## config.mk

```make
export PLATFORM = sky130hd
export DESIGN_NAME = shift_expander
export DESIGN_NICKNAME = d
export VERILOG_FILES = /design/src/rtl/shift_expander.sv
export SDC_FILE = /design/constraint.sdc
export NUM_CORES = 1
export LEC_CHECK = 0
export ABC_AREA = 1
export ABC_CLOCK_PERIOD_IN_PS = 4540
export BUFFER_PORTS_ARGS = -buffer_cell sky130_fd_sc_hd__clkbuf_2
export CORE_MARGIN = 5
export CORE_UTILIZATION = 30
export DETAILED_ROUTE_END_ITERATION = 6
export HOLD_SLACK_MARGIN = 0.03
export SYNTH_ARGS = -nofsm -noshare
export SYNTH_HDL_FRONTEND = slang
export SYNTH_SLANG_ARGS = --single-unit
export TNS_END_PERCENT = 30
```

## constraint.sdc

```tcl
create_clock -name clk -period 4.54 [get_ports clk]
set_input_delay 0.908 -clock clk [delete_from_list [all_inputs] [get_ports clk]]
set_output_delay 0.908 -clock clk [all_outputs]
set_load 0.01 [all_outputs]
```

## src/rtl/shift_expander.sv

```systemverilog
// shift_expander
//   Widening counterpart of the transform-path narrowing shifter. A signed
//   narrow sample is sign-extended and shifted left by a per-beat amount,
//   back up to accumulator width. The block is a two-stage valid/ready
//   pipeline with per-beat overflow detection and a saturating overflow
//   counter.
//
//   Optional feature macro: SHIFT_EXPANDER_SAT_EN
//     defined   - an overflowed beat outputs the saturated extreme value
//     undefined - an overflowed beat outputs the wrapped low OUTPUT_WIDTH bits
//     out_ovf and ovf_cnt behave the same in both builds.
//
// Ports
//   clk, rst           single clock; asynchronous active-high reset
//   in_valid/in_ready  input handshake; in_data is the signed sample and
//                      in_shift the unsigned left-shift amount
//   out_valid/out_ready output handshake; out_data is the signed result and
//                      out_ovf flags a beat that overflowed OUTPUT_WIDTH
//   ovf_cnt            saturating count of overflowed beats
//   ovf_clr            synchronous clear of ovf_cnt
module shift_expander #(
    parameter int INPUT_WIDTH  = 19,
    parameter int OUTPUT_WIDTH = 42,
    parameter int SHIFT_WIDTH  = 5,
    parameter int CNT_WIDTH    = 16
) (
    input  logic                    clk,
    input  logic                    rst,
    input  logic                    in_valid,
    output logic                    in_ready,
    input  logic [INPUT_WIDTH-1:0]  in_data,
    input  logic [SHIFT_WIDTH-1:0]  in_shift,
    output logic                    out_valid,
    input  logic                    out_ready,
    output logic [OUTPUT_WIDTH-1:0] out_data,
    output logic                    out_ovf,
    output logic [CNT_WIDTH-1:0]    ovf_cnt,
    input  logic                    ovf_clr
);

    // Full-precision width. It is widened to at least OUTPUT_WIDTH so that
    // the overflow slice [FULL-1:OUTPUT_WIDTH-1] is always well formed.
    localparam int RAW_WIDTH = INPUT_WIDTH + (1 << SHIFT_WIDTH) - 1;
    localparam int FULL      = (RAW_WIDTH > OUTPUT_WIDTH) ? RAW_WIDTH : OUTPUT_WIDTH;
    localparam int TOP_W     = FULL - OUTPUT_WIDTH + 1;

    logic                    s1_valid;
    logic [INPUT_WIDTH-1:0]  s1_data;
    logic [SHIFT_WIDTH-1:0]  s1_shift;

    logic                    s1_load;
    logic                    s2_load;
    logic [FULL-1:0]         full_ext;
    logic [FULL-1:0]         full_shl;
    logic [TOP_W-1:0]        top_bits;
    logic                    ovf_nxt;
    logic [OUTPUT_WIDTH-1:0] data_nxt;
    logic                    cnt_inc;

    // Stage advance: S2 drains or is empty; S1 refills as it empties.
    assign s2_load  = s1_valid && (!out_valid || out_ready);
    assign s1_load  = in_valid && (!s1_valid || s2_load);
    assign in_ready = !s1_valid || !out_valid || out_ready;

    always_comb begin
        full_ext = {{(FULL-INPUT_WIDTH){s1_data[INPUT_WIDTH-1]}}, s1_data};
        full_shl = full_ext << s1_shift;
        top_bits = full_shl[FULL-1:OUTPUT_WIDTH-1];
        // Result fits only if every bit from the output sign bit upward
        // is a copy of the sign.
        ovf_nxt  = !((&top_bits) || !(|top_bits));
        data_nxt = full_shl[OUTPUT_WIDTH-1:0];
`ifdef SHIFT_EXPANDER_SAT_EN
        if (ovf_nxt) begin
            if (full_shl[FULL-1])
                data_nxt = {1'b1, {(OUTPUT_WIDTH-1){1'b0}}};
            else
                data_nxt = {1'b0, {(OUTPUT_WIDTH-1){1'b1}}};
        end
`endif
    end

    assign cnt_inc = s2_load && ovf_nxt;

    always_ff @(posedge clk or posedge rst) begin
        if (rst) begin
            s1_valid <= 1'b0;
            s1_data  <= '0;
            s1_shift <= '0;
        end else begin
            if (s1_load) begin
                s1_valid <= 1'b1;
                s1_data  <= in_data;
                s1_shift <= in_shift;
            end else if (s2_load) begin
                s1_valid <= 1'b0;
            end
        end
    end

    // Data and flag only change on a load, so they hold during a stall.
    always_ff @(posedge clk or posedge rst) begin
        if (rst) begin
            out_valid <= 1'b0;
            out_data  <= '0;
            out_ovf   <= 1'b0;
        end else begin
            if (s2_load) begin
                out_valid <= 1'b1;
                out_data  <= data_nxt;
                out_ovf   <= ovf_nxt;
            end else if (out_ready) begin
                out_valid <= 1'b0;
            end
        end
    end

    // A clear that coincides with an overflowed load keeps that one count.
    always_ff @(posedge clk or posedge rst) begin
        if (rst) begin
            ovf_cnt <= '0;
        end else if (ovf_clr) begin
            ovf_cnt <= cnt_inc ? CNT_WIDTH'(1) : '0;
        end else if (cnt_inc && (ovf_cnt != {CNT_WIDTH{1'b1}})) begin
            ovf_cnt <= ovf_cnt + 1'b1;
        end
    end

endmodule

```

==> results.sh, run 1 <==
export IMPL_status="complete, no violations"
export IMPL_antenna_found_initial=1
export IMPL_crit_arrival_ps=2990
export IMPL_swShare_pct=38.3
export IMPL_synthDistinctLibCells=38
export IMPL_worst_hold_path_type="flop to flop"
export IMPL_hold_viol=0
export IMPL_path_cells="inv_2 -> nand3_1 -> nand3_1 -> nand2_1 -> nand2_1 -> nand2_1 -> nand2_1 -> nor2_1 -> nand3_2 -> nand3_4 -> nand2_4 -> nand2_1 -> nand2_1"
export IMPL_yosysTopAreaCell="dfrtp_1"
export IMPL_antenna_left=0
export IMPL_seq_area_frac_synth_pct=44.9
export IMPL_die_x_um=136
export IMPL_clk_path_buf_depth=2
export IMPL_place_congestion=0.954
export IMPL_syn_cell_area_sq_mm=0.00474
export IMPL_grt_pass1_vias=4120
export IMPL_post_route_period_util_pct=60.6
export IMPL_cp_slowest_cell="dfrtp_1"
export IMPL_clkSinkCount=85
export IMPL_layout_commonest_cell="nand2_1"
export IMPL_design_die_area_sq_mm=0.0184
export IMPL_numCtsBuffers=9
export IMPL_cp_depth=13
export IMPL_viasPerCell=4.83
export IMPL_htree_num_levels=3
export IMPL_via_count=4352
export IMPL_path_common_cell="nand2_1"
export IMPL_port_buffers=89
export IMPL_drtIter0Drc=451
export IMPL_fin_crit_ps=2750
export IMPL_clkTransAtPathRegs_ps=70
export IMPL_cts_tree="yes"
export IMPL_cts_resized_gates=0
export IMPL_postSynthAreaPerCell_sq_um=7.78
export IMPL_intPower_mw=1.67
export IMPL_power_density_mw_per_mm2=482
export IMPL_slew_headroom_pct=22.0
export IMPL_synth_top_flop_cell="dfrtp_1"
export IMPL_async_flop_share_pct=100
export IMPL_post_cts_setup_buffers=0
export IMPL_crit_buf_inv=1
export IMPL_combPwrFrac_pct=32.2
export IMPL_cap_violations=0
export IMPL_synthTopCellsByArea="dfrtp_1 45%, nand2_1 15%, nand3_1 7.7%"
export IMPL_ys_warn_count=0
export IMPL_grt_start_max_net_pins=53
export IMPL_worst_setup_path_end_kind="flop"
export IMPL_rsz0062_at_grt="false"
export IMPL_area_delta_synth_final_pct=18.7
export IMPL_pwr_share_clk_pct=28.4
export IMPL_seqPwrFrac_pct=39.4
export IMPL_syn_inst=609
export IMPL_critical_path_required_ps=4780
export IMPL_power_switching_mw=1.04
export IMPL_slowest_delay_ps=810
export IMPL_grt_pass1_wl_um=22100
export IMPL_clk_latency_ps=350
export IMPL_std_cell_rows=46
export IMPL_hold_path_depth=2
export IMPL_dieHeight_um=136
export IMPL_worstMarginPinSlew_ps=1170
export IMPL_start_util_pct=30.2
export IMPL_cp_max_fo=23
export IMPL_yosys_register_bits=85
export IMPL_criticalPathCategory="flop to flop"
export IMPL_dp_hpwl_um=9770
export IMPL_skew_ps=6.63
export IMPL_peakVddDrop_mv=0.211
export IMPL_slew_viol_final=0
export IMPL_cts_root_buf="clkbuf_16"
export IMPL_tns_ps=0
export IMPL_syn_nets=639
export IMPL_grt_overflow=0
export IMPL_core_sq_mm=0.0157
export IMPL_timing_critical_path_max_delay_family="simple AND/OR/NAND/NOR gates"
export IMPL_layoutNonFillerInstCount=901
export IMPL_fmax_mhz=363
export IMPL_cts_hold_buf=0
export IMPL_num_nets_final=710
export IMPL_setup_viol=0
export IMPL_drcViolationCount=0
export IMPL_leakagePower_nw=2.72
export IMPL_dr_pass1_iters=5
export IMPL_synth_top_cell_area_share_pct=44.9
export IMPL_totalWireLength_um=13400
export IMPL_grt_usage_pct=15.2
export IMPL_synth_edf_count=0
export IMPL_antennaDiodeCount=0
export IMPL_drive_gt1_share_pct=23.2
export IMPL_wire_per_inst_um=14.8
export IMPL_startpoint_type="flop"
export IMPL_final_cell_mix="194 x nand2_1, 89 x clkbuf_2, 85 x dfrtp_1"
export IMPL_reg2reg_depth=13
export IMPL_dp_cells=885
export IMPL_pin_count=90
-- tightest hold or removal path: stages (launching register included) --
cell     delay (ps)
dfrtp_1         340
nand2_1          50
o21ai_0          60
-- metrics by stage --
stage               area, sq um  hold slack [ps]  utilization, %  power [mW]  worst slack, ps
global placement           5320              474            33.9        1.95             1870
floorplan                  4740              489               -        1.63             1440
CTS                        5630              490            35.8        2.75             1820
detailed placement         5320              473            33.9        1.96             1850
finish                     5630              487            35.8        2.71             1790
global route               5630              507            35.8        2.90             1470
-- layer usage --
metal | global-route usage (%) | vias to the layer above | share of wire, %
met1 | 21.9 | 2015 | 49
met3 | 3.42 | 19 | 6.2
met4 | 6.49 | 2 | 2.2
met5 | 0 | - | 0.097
li1 | - | 2193 | -
met2 | 21.8 | 123 | 43
-- cell families (layout without fill, tap and decap cells) --
kind of cell	count (synthesis)	in the layout	synth area share (%)
xor gates and xnor gates	5	5	0.924
DFF	85	85	44.9
adders and majority gates	1	1	0.264
and+or+nand+nor	344	344	31.7
muxes	19	19	4.44
AOI/OAI and AO/OA	94	94	12.1
buffers and inverters	61	137	5.68
-- power groups by stage --
stage               Clock [mW]  Combinational [mW]  Sequential [mW]
floorplan                    0               0.539             1.09
global placement             0               0.872             1.08
detailed placement           0               0.878             1.08
CTS                      0.796               0.881             1.07
global route             0.824               0.984             1.09
finish                   0.772               0.874             1.07
-- final cells by class --
cell class	count	area, sq um
Clock inverter	7	82.6
Inverter	29	110
Clock buffer	9	225
Timing Repair Buffer	92	468
Sequential cell	85	2130
Multi-Input combinational cell	463	2340
Fill cell	1677	10100
Tap cell	216	270
-- state kept, by name, summed over array words and instances (netlist names) --
| signal | count |
|---|---|
| out_data | 42 |
| s1_data | 19 |
| ovf_cnt | 16 |
| s1_shift | 5 |
| out_ovf | 1 |
| out_valid | 1 |
| s1_valid | 1 |
-- cells in the mapped netlist, types with 3 or more instances --
| library cell | instances |
|---|---|
| o221ai_1 | 11 |
| nor2_1 | 39 |
| inv_1 | 20 |
| a31oi_1 | 3 |
| clkinv_1 | 4 |
| o21ai_0 | 51 |
| o211ai_1 | 14 |
| nor2_2 | 3 |
| nor3_1 | 7 |
| nand2_1 | 194 |
| inv_2 | 5 |
| nand3_2 | 4 |
| xor2_1 | 4 |
| mux2_2 | 16 |
| a21oi_1 | 10 |
| nand2_2 | 14 |
| buf_1 | 3 |
| clkbuf_1 | 19 |
| mux2i_1 | 3 |
| dfrtp_1 | 85 |
| buf_2 | 5 |
| nand3_1 | 73 |
| or2_2 | 4 |
-- path summary, 6_finish.rpt --
check | from | endpoint | slack [ps]
min in group asynchronous | rst | s1_data[0]$_DFFE_PP0P_ | 720
worst min register to register | out_data[4]$_DFFE_PP0P_ | out_data[4]$_DFFE_PP0P_ | 490
max in group asynchronous | rst | s1_shift[4]$_DFFE_PP0P_ | 2870
worst min-delay path | out_data[4]$_DFFE_PP0P_ | out_data[4]$_DFFE_PP0P_ | 490
worst max-delay path | s1_shift[1]$_DFFE_PP0P_ | ovf_cnt[1]$_DFFE_PP0P_ | 1790
worst max register to register | s1_shift[1]$_DFFE_PP0P_ | ovf_cnt[1]$_DFFE_PP0P_ | 1790
Note: power is estimated with default switching activity, not from simulation.
==> run 2, diff against run 1 <==
--- a/config.mk
+++ b/config.mk
@@ -5,8 +5,8 @@
 export SDC_FILE = /design/constraint.sdc
 export NUM_CORES = 1
 export LEC_CHECK = 0
-export ABC_AREA = 1
-export ABC_CLOCK_PERIOD_IN_PS = 4540
+export ABC_AREA = 0
+export ABC_CLOCK_PERIOD_IN_PS = 2510
 export BUFFER_PORTS_ARGS = -buffer_cell sky130_fd_sc_hd__clkbuf_2
 export CORE_MARGIN = 5
 export CORE_UTILIZATION = 30
==> constraint.sdc (replaced) <==
create_clock -name clk -period 2.51 [get_ports clk]
set_input_delay 0.502 -clock clk [delete_from_list [all_inputs] [get_ports clk]]
set_output_delay 0.502 -clock clk [all_outputs]
set_load 0.01 [all_outputs]
==> run 2 against run 1 <==
Compared with the run above: the flow now finishes with violations (setup timing); clock skew grew 3.8 ps; core utilization up 3.3 points; largest cell class unchanged; critical path type unchanged; critical endpoint is now ovf_cnt[14]$_DFFE_PP0P_; register-to-register slack worse by 2100 ps; total power rose by 81%; wire length is 6.9% higher.
==> results.sh, run 2 <==
export IMPL_status="finished, violations left"
export IMPL_violations="setup timing"
export IMPL_wire_per_inst_um=17.3
export IMPL_viasPerCell=5.14
export IMPL_synth_edf_count=0
export IMPL_drcViolationCount=0
export IMPL_yosysTopAreaCell="dfrtp_1"
export IMPL_slowest_delay_ps=510
export IMPL_grt_overflow=0
export IMPL_dieHeight_um=137
export IMPL_tns_ps=-4350
export IMPL_slew_headroom_pct=64.5
export IMPL_antenna_left=0
export IMPL_via_count=4238
export IMPL_seqPwrFrac_pct=37.1
export IMPL_reg_top3="out_data (42), s1_data (19), ovf_cnt (16)"
export IMPL_startpoint_type="flop"
export IMPL_leakagePower_nw=2.77
export IMPL_hold_viol=0
export IMPL_setup_viol=16
export IMPL_ys_warn_count=0
export IMPL_synth_top_cell_area_share_pct=44.0
export IMPL_synthTopCellsByArea="dfrtp_1 44%, mux2_2 7.2%, mux4_2 7.0%"
export IMPL_syn_inst=488
export IMPL_dr_pass1_iters=4
export IMPL_combPwrFrac_pct=38.4
export IMPL_clk_latency_ps=350
export IMPL_core_sq_mm=0.0158
export IMPL_worst_hold_slack_ps=185
export IMPL_dp_hpwl_um=11000
export IMPL_crit_arrival_ps=3060
export IMPL_cp_slowest_cell="or4_4"
export IMPL_synth_top_flop_cell="dfrtp_1"
export IMPL_synth_most_common_cell="dfrtp_1"
export IMPL_design_die_area_sq_mm=0.0187
export IMPL_fin_area_sq_mm=0.00619
export IMPL_intPower_mw=3.15
export IMPL_regMostFlops="out_data"
export IMPL_synthDistinctLibCells=54
export IMPL_place_area_sq_mm=0.00577
export IMPL_clk_path_buf_depth=2
export IMPL_place_congestion=0.885
export IMPL_syn_cell_area_sq_mm=0.00483
export IMPL_grt_pass1_vias=4293
export IMPL_clkTransAtPathRegs_ps=60
export IMPL_postSynthAreaPerCell_sq_um=9.90
export IMPL_fillers=1582
export IMPL_grt_pass1_wl_um=22900
export IMPL_worstMarginPinSlew_ps=532
export IMPL_port_buffers=89
export IMPL_slew_viol_final=0
export IMPL_power_total_mw=4.91
export IMPL_start_util_pct=30.5
export IMPL_critical_path_required_ps=2740
export IMPL_grt_start_max_net_pins=49
export IMPL_fin_crit_ps=2830
export IMPL_post_route_period_util_pct=113
export IMPL_numCtsBuffers=9
export IMPL_cp_max_fo=4
export IMPL_async_flop_share_pct=100
export IMPL_fmax_mhz=353
export IMPL_final_cell_mix="89 x clkbuf_2, 84 x dfrtp_1, 61 x nand2_1"
export IMPL_worst_setup_path_end_kind="flop"
export IMPL_area_delta_synth_final_pct=28.2
export IMPL_htree_num_levels=3
export IMPL_die_x_um=137
export IMPL_power_density_mw_per_mm2=792
export IMPL_grt_usage_pct=15.8
export IMPL_seq_area_frac_synth_pct=44.0
export IMPL_largest_register_ffs=42
export IMPL_rsz0062_at_grt="true"
export IMPL_drive_gt1_share_pct=37.2
export IMPL_antennaDiodeCount=0
export IMPL_fin_ws_ps=-320
export IMPL_pwr_share_clk_pct=24.5
export IMPL_swShare_pct=35.8
export IMPL_syn_nets=518
export IMPL_totalWireLength_um=14300
export IMPL_cap_violations=0
export IMPL_path_cells="buf_6 -> mux4_2 -> mux2_4 -> a41oi_4 -> nor4_4 -> buf_12 -> or4_4 -> buf_4 -> o311a_1"
export IMPL_yosys_register_bits=85
export IMPL_num_nets_final=635
export IMPL_synth_commonest_cells="85 x dfrtp_1, 62 x nand2_1, 43 x o21ai_0"
export IMPL_skew_ps=10.4
export IMPL_fin_util_pct=39.1
export IMPL_layout_commonest_cell="clkbuf_2"
export IMPL_clkSinkCount=85
export IMPL_pin_count=90
export IMPL_power_switching_mw=1.76
export IMPL_worst_hold_path_type="input port to async pin"
export IMPL_drtIter0Drc=225
export IMPL_cts_tree="yes"
export IMPL_peakVddDrop_mv=0.378
export IMPL_antenna_found_initial=0
export IMPL_cts_root_buf="clkbuf_16"
export IMPL_std_cell_rows=46
export IMPL_criticalPathCategory="flop to flop"
[run 2: what timing repair did]
action | CTS | global route
resized for setup | 10 | 18
hold buffers | 0 | 0
pin swaps | 1 | 2
buffers inserted | 2 | 2
setup endpoints to repair | 17 | 17
cloned | 2 | 0
[run 2: path summary, 6_finish.rpt]
path	depth (start not counted)	to	from	slack, ps
min in group clk	2	s1_valid$_DFFE_PP0P_	in_valid	360
worst max-delay path	9	ovf_cnt[14]$_DFFE_PP0P_	s1_shift[1]$_DFFE_PP0P_	-320
worst min-delay path	2	ovf_cnt[10]$_DFFE_PP0P_	rst	180
worst min register to register	2	out_data[24]$_DFFE_PP0P_	out_data[24]$_DFFE_PP0P_	480
max in group asynchronous	3	s1_shift[3]$_DFFE_PP0P_	rst	1610
worst max register to register	9	ovf_cnt[14]$_DFFE_PP0P_	s1_shift[1]$_DFFE_PP0P_	-320
[run 2: logic make-up (layout without fill, tap and decap cells)]
kind of cell	after synthesis	count (layout)	share of synthesized area [%]
adder cells (fa/ha/maj)	1	1	0.259
flip-flops	85	85	44.0
multiplexers	63	63	18.2
AO/OA/AOI/OAI	135	135	17.8
buffers and inverters	42	160	3.65
AND/OR/NAND/NOR	162	164	16.1
[run 2: final cells by class]
| type | instances | area, sq um | area share [%] |
|---|---|---|---|
| clock buffer | 10 | 239 | 3.86 |
| clock inverter | 4 | 26.3 | 0.424 |
| inverter | 5 | 22.5 | 0.364 |
| multi-input combinational | 363 | 2630 | 42.5 |
| sequential | 85 | 2130 | 34.4 |
| tap | 216 | 270 | 4.36 |
| timing repair buffer | 141 | 876 | 14.1 |
[run 2: worst max-delay path, delay by kind of cell, from the launching register on]
kind / cells / cell delay [ps]
AOI/OAI and AO/OA: 2 / 540
buffers and inverters: 3 / 420
DFF: 1 / 410
muxes: 2 / 760
and+or+nand+nor: 2 / 580
[run 2: per-stage QoR]
step,std cells,worst slack [ps]
final,824,-320
after global routing,824,-436
after floorplan,488,-265
after detailed placement,804,-453
after CTS,822,-303
after global placement,804,-452
[run 2: power by group through the flow]
stage | combinational (mW) | clock, mW | sequential (mW)
global placement | 1.80 | 0 | 1.83
global route | 2.06 | 1.30 | 1.85
detailed placement | 1.82 | 0 | 1.84
finish | 1.88 | 1.20 | 1.82
CTS | 1.86 | 1.24 | 1.82
floorplan | 1.01 | 0 | 1.88
[run 2: layer usage]
layer | GRT usage [%] | vias to the layer above | part of all wire, % | routed length (um)
li1 | - | 2029 | - | -
met1 | 21.4 | 2075 | 45 | 6430
met2 | 24.7 | 111 | 47 | 6670
met3 | 4.12 | 23 | 6.1 | 876
met4 | 4.82 | 0 | 2.2 | 314
met5 | 0 | - | 0 | 0
==> run 3, diff against run 2 <==
--- a/config.mk
+++ b/config.mk
@@ -10,9 +10,11 @@
 export BUFFER_PORTS_ARGS = -buffer_cell sky130_fd_sc_hd__clkbuf_2
 export CORE_MARGIN = 5
 export CORE_UTILIZATION = 30
+export CTS_CLUSTER_DIAMETER = 40
+export CTS_CLUSTER_SIZE = 12
 export DETAILED_ROUTE_END_ITERATION = 6
 export HOLD_SLACK_MARGIN = 0.03
 export SYNTH_ARGS = -nofsm -noshare
 export SYNTH_HDL_FRONTEND = slang
 export SYNTH_SLANG_ARGS = --single-unit
-export TNS_END_PERCENT = 30
+export TNS_END_PERCENT = 5
==> run 3 against run 2 <==
Compared with the run above: clock skew fell by 3.9 ps; final cell count rose by 0.49%; worst hold slack got worse by 120 ps; the flow still finishes with violations (setup timing).
==> results.sh, run 3 (synthesis gave the netlist of run 2 again) <==
export IMPL_status="finished, violations left"
export IMPL_violations="setup timing"
export IMPL_grt_pass1_vias=4245
export IMPL_htree_num_levels=3
export IMPL_slowest_delay_ps=600
export IMPL_drive_gt1_share_pct=38.6
export IMPL_numCtsBuffers=9
export IMPL_path_cells="buf_6 -> mux4_2 -> o2111a_1 -> a31oi_4 -> nor4_4 -> or4_4 -> or4_4 -> a21oi_2"
export IMPL_crit_arrival_ps=3100
export IMPL_wl_met2_um=6620
export IMPL_antenna_found_initial=0
export IMPL_num_nets_final=637
export IMPL_fmax_mhz=354
export IMPL_seqPwrFrac_pct=35.1
export IMPL_routed_top_layer="met4"
export IMPL_skew_ps=6.49
export IMPL_cap_violations=0
export IMPL_clkSinkCount=85
export IMPL_grt_pass1_wl_um=23000
export IMPL_timing_critical_path_max_delay_family="simple AND/OR/NAND/NOR gates"
export IMPL_cp_max_fo=7
export IMPL_r2r_slack_ps=-310
export IMPL_pwr_share_clk_pct=27.4
export IMPL_place_area_sq_mm=0.00579
export IMPL_slew_headroom_pct=67.8
export IMPL_met1_length_um=6630
export IMPL_r2r_end="ovf_cnt[12]$_DFFE_PP0P_"
export IMPL_fin_area_sq_mm=0.00632
export IMPL_die_x_um=137
export IMPL_rsz0062_at_grt="true"
export IMPL_cts_root_buf="clkbuf_16"
export IMPL_combPwrFrac_pct=37.5
export IMPL_layout_commonest_cell="clkbuf_2"
export IMPL_worst_setup_path_end_kind="flop"
export IMPL_fin_crit_ps=2820
export IMPL_largest_register_ffs=42
export IMPL_worst_hold_path_type="input port to async pin"
export IMPL_reg_top3="out_data (42), s1_data (19), ovf_cnt (16)"
export IMPL_fillers=1603
export IMPL_dieHeight_um=137
export IMPL_cts_hold_buf=0
export IMPL_criticalPathCategory="flop to flop"
export IMPL_totalWireLength_um=14200
export IMPL_path_common_cell="or4_4"
export IMPL_wl_met3_um=684
export IMPL_layoutNonFillerInstCount=828
export IMPL_crit_buf_inv=1
export IMPL_pin_count=90
export IMPL_std_cell_rows=46
export IMPL_design_die_area_sq_mm=0.0187
export IMPL_antennaDiodeCount=0
export IMPL_drtIter0Drc=221
export IMPL_post_route_period_util_pct=113
export IMPL_dr_pass1_iters=4
export IMPL_critical_path_required_ps=2780
export IMPL_grt_usage_pct=15.8
export IMPL_wire_per_inst_um=17.2
export IMPL_hold_viol=0
export IMPL_leakagePower_nw=2.82
export IMPL_place_congestion=0.895
export IMPL_dp_cells=806
export IMPL_cp_depth=8
export IMPL_regMostFlops="out_data"
export IMPL_drcViolationCount=0
export IMPL_power_switching_mw=1.83
export IMPL_viasPerCell=5.07
export IMPL_area_delta_synth_final_pct=30.8
export IMPL_clk_path_buf_depth=2
export IMPL_antenna_left=0
export IMPL_power_density_mw_per_mm2=820
export IMPL_rr_startpoint="s1_shift[0]$_DFFE_PP0P_"
export IMPL_grt_start_max_net_pins=52
export IMPL_pre_cts_slack_ps=-525
export IMPL_grt_overflow=0
export IMPL_reg2reg_depth=8
export IMPL_peakVddDrop_mv=0.354
export IMPL_slew_viol_final=0
export IMPL_clkTransAtPathRegs_ps=70
export IMPL_start_util_pct=30.5
export IMPL_setup_viol=17
export IMPL_startpoint_type="flop"
export IMPL_final_cell_mix="89 x clkbuf_2, 83 x dfrtp_1, 61 x nand2_1"
export IMPL_cts_tree="yes"
export IMPL_worstMarginPinSlew_ps=482
export IMPL_core_sq_mm=0.0158
export IMPL_cp_slowest_cell="or4_4"
export IMPL_port_buffers=89
export IMPL_swShare_pct=35.3
export IMPL_dp_hpwl_um=10700
export IMPL_intPower_mw=3.35
export IMPL_via_count=4194
export IMPL_clk_latency_ps=340
export IMPL_fin_ws_ps=-314
==> run 3: through the flow <==
| step | TNS, ps | utilization [%] | power [mW] | hold WS (ps) |
|---|---|---|---|---|
| after global routing | -5400 | 39.9 | 5.48 | 80.1 |
| final | -3850 | 39.9 | 5.18 | 67.2 |
| after floorplan | -18400 | - | 2.89 | 471 |
| after global placement | -4700 | 36.6 | 3.63 | 442 |
| after detailed placement | -6350 | 36.6 | 3.66 | 444 |
| after CTS | -3920 | 39.6 | 5.20 | 70.3 |
==> run 3: how the worst max path moves through the flow <==
| stage | startpoint | endpoint | slack [ps] |
|---|---|---|---|
| after global placement | s1_shift[1]$_DFFE_PP0P_ | ovf_cnt[4]$_DFFE_PP0P_ | -410 |
| after global routing | s1_shift[1]$_DFFE_PP0P_ | ovf_cnt[10]$_DFFE_PP0P_ | -380 |
| final | s1_shift[0]$_DFFE_PP0P_ | ovf_cnt[12]$_DFFE_PP0P_ | -310 |
| after detailed placement | s1_shift[1]$_DFFE_PP0P_ | ovf_cnt[4]$_DFFE_PP0P_ | -520 |
| after CTS | s1_shift[1]$_DFFE_PP0P_ | ovf_cnt[12]$_DFFE_PP0P_ | -340 |
| after floorplan | s1_shift[1]$_DFFE_PP0P_ | ovf_cnt[12]$_DFFE_PP0P_ | -270 |
==> run 3: routing by layer <==
layer	vias up	track usage [%]
met5	-	0
met4	0	4.99
met3	18	3.53
met2	121	24.9
met1	2013	21.7
li1	2042	-
==> run 3: what timing repair did <==
item / 4_1_cts / 5_1_grt
endpoints found under the hold margin: 0 / 0
gates cloned: 2 / 0
gates resized for setup: 27 / 11
setup endpoints to repair: 17 / 19
pin swaps: 22 / 2
buffers inserted: 4 / 0
==> run 3: layout make-up <==
cell class	count	area, sq um	area share [%]
Clock buffer	12	267	4.22
Clock inverter	4	53.8	0.851
Inverter	5	20.0	0.317
Multi-Input combinational cell	363	2690	42.5
Sequential cell	85	2130	33.7
Tap cell	216	270	4.27
Timing Repair Buffer	143	896	14.2
==> run 3: power by group through the flow <==
stage / combinational (mW) / clock (mW) / sequential, mW
finish: 1.94 / 1.42 / 1.82
global route: 2.11 / 1.52 / 1.86
CTS: 1.93 / 1.45 / 1.82
detailed placement: 1.82 / 0 / 1.84
global placement: 1.80 / 0 / 1.83
floorplan: 1.01 / 0 / 1.88
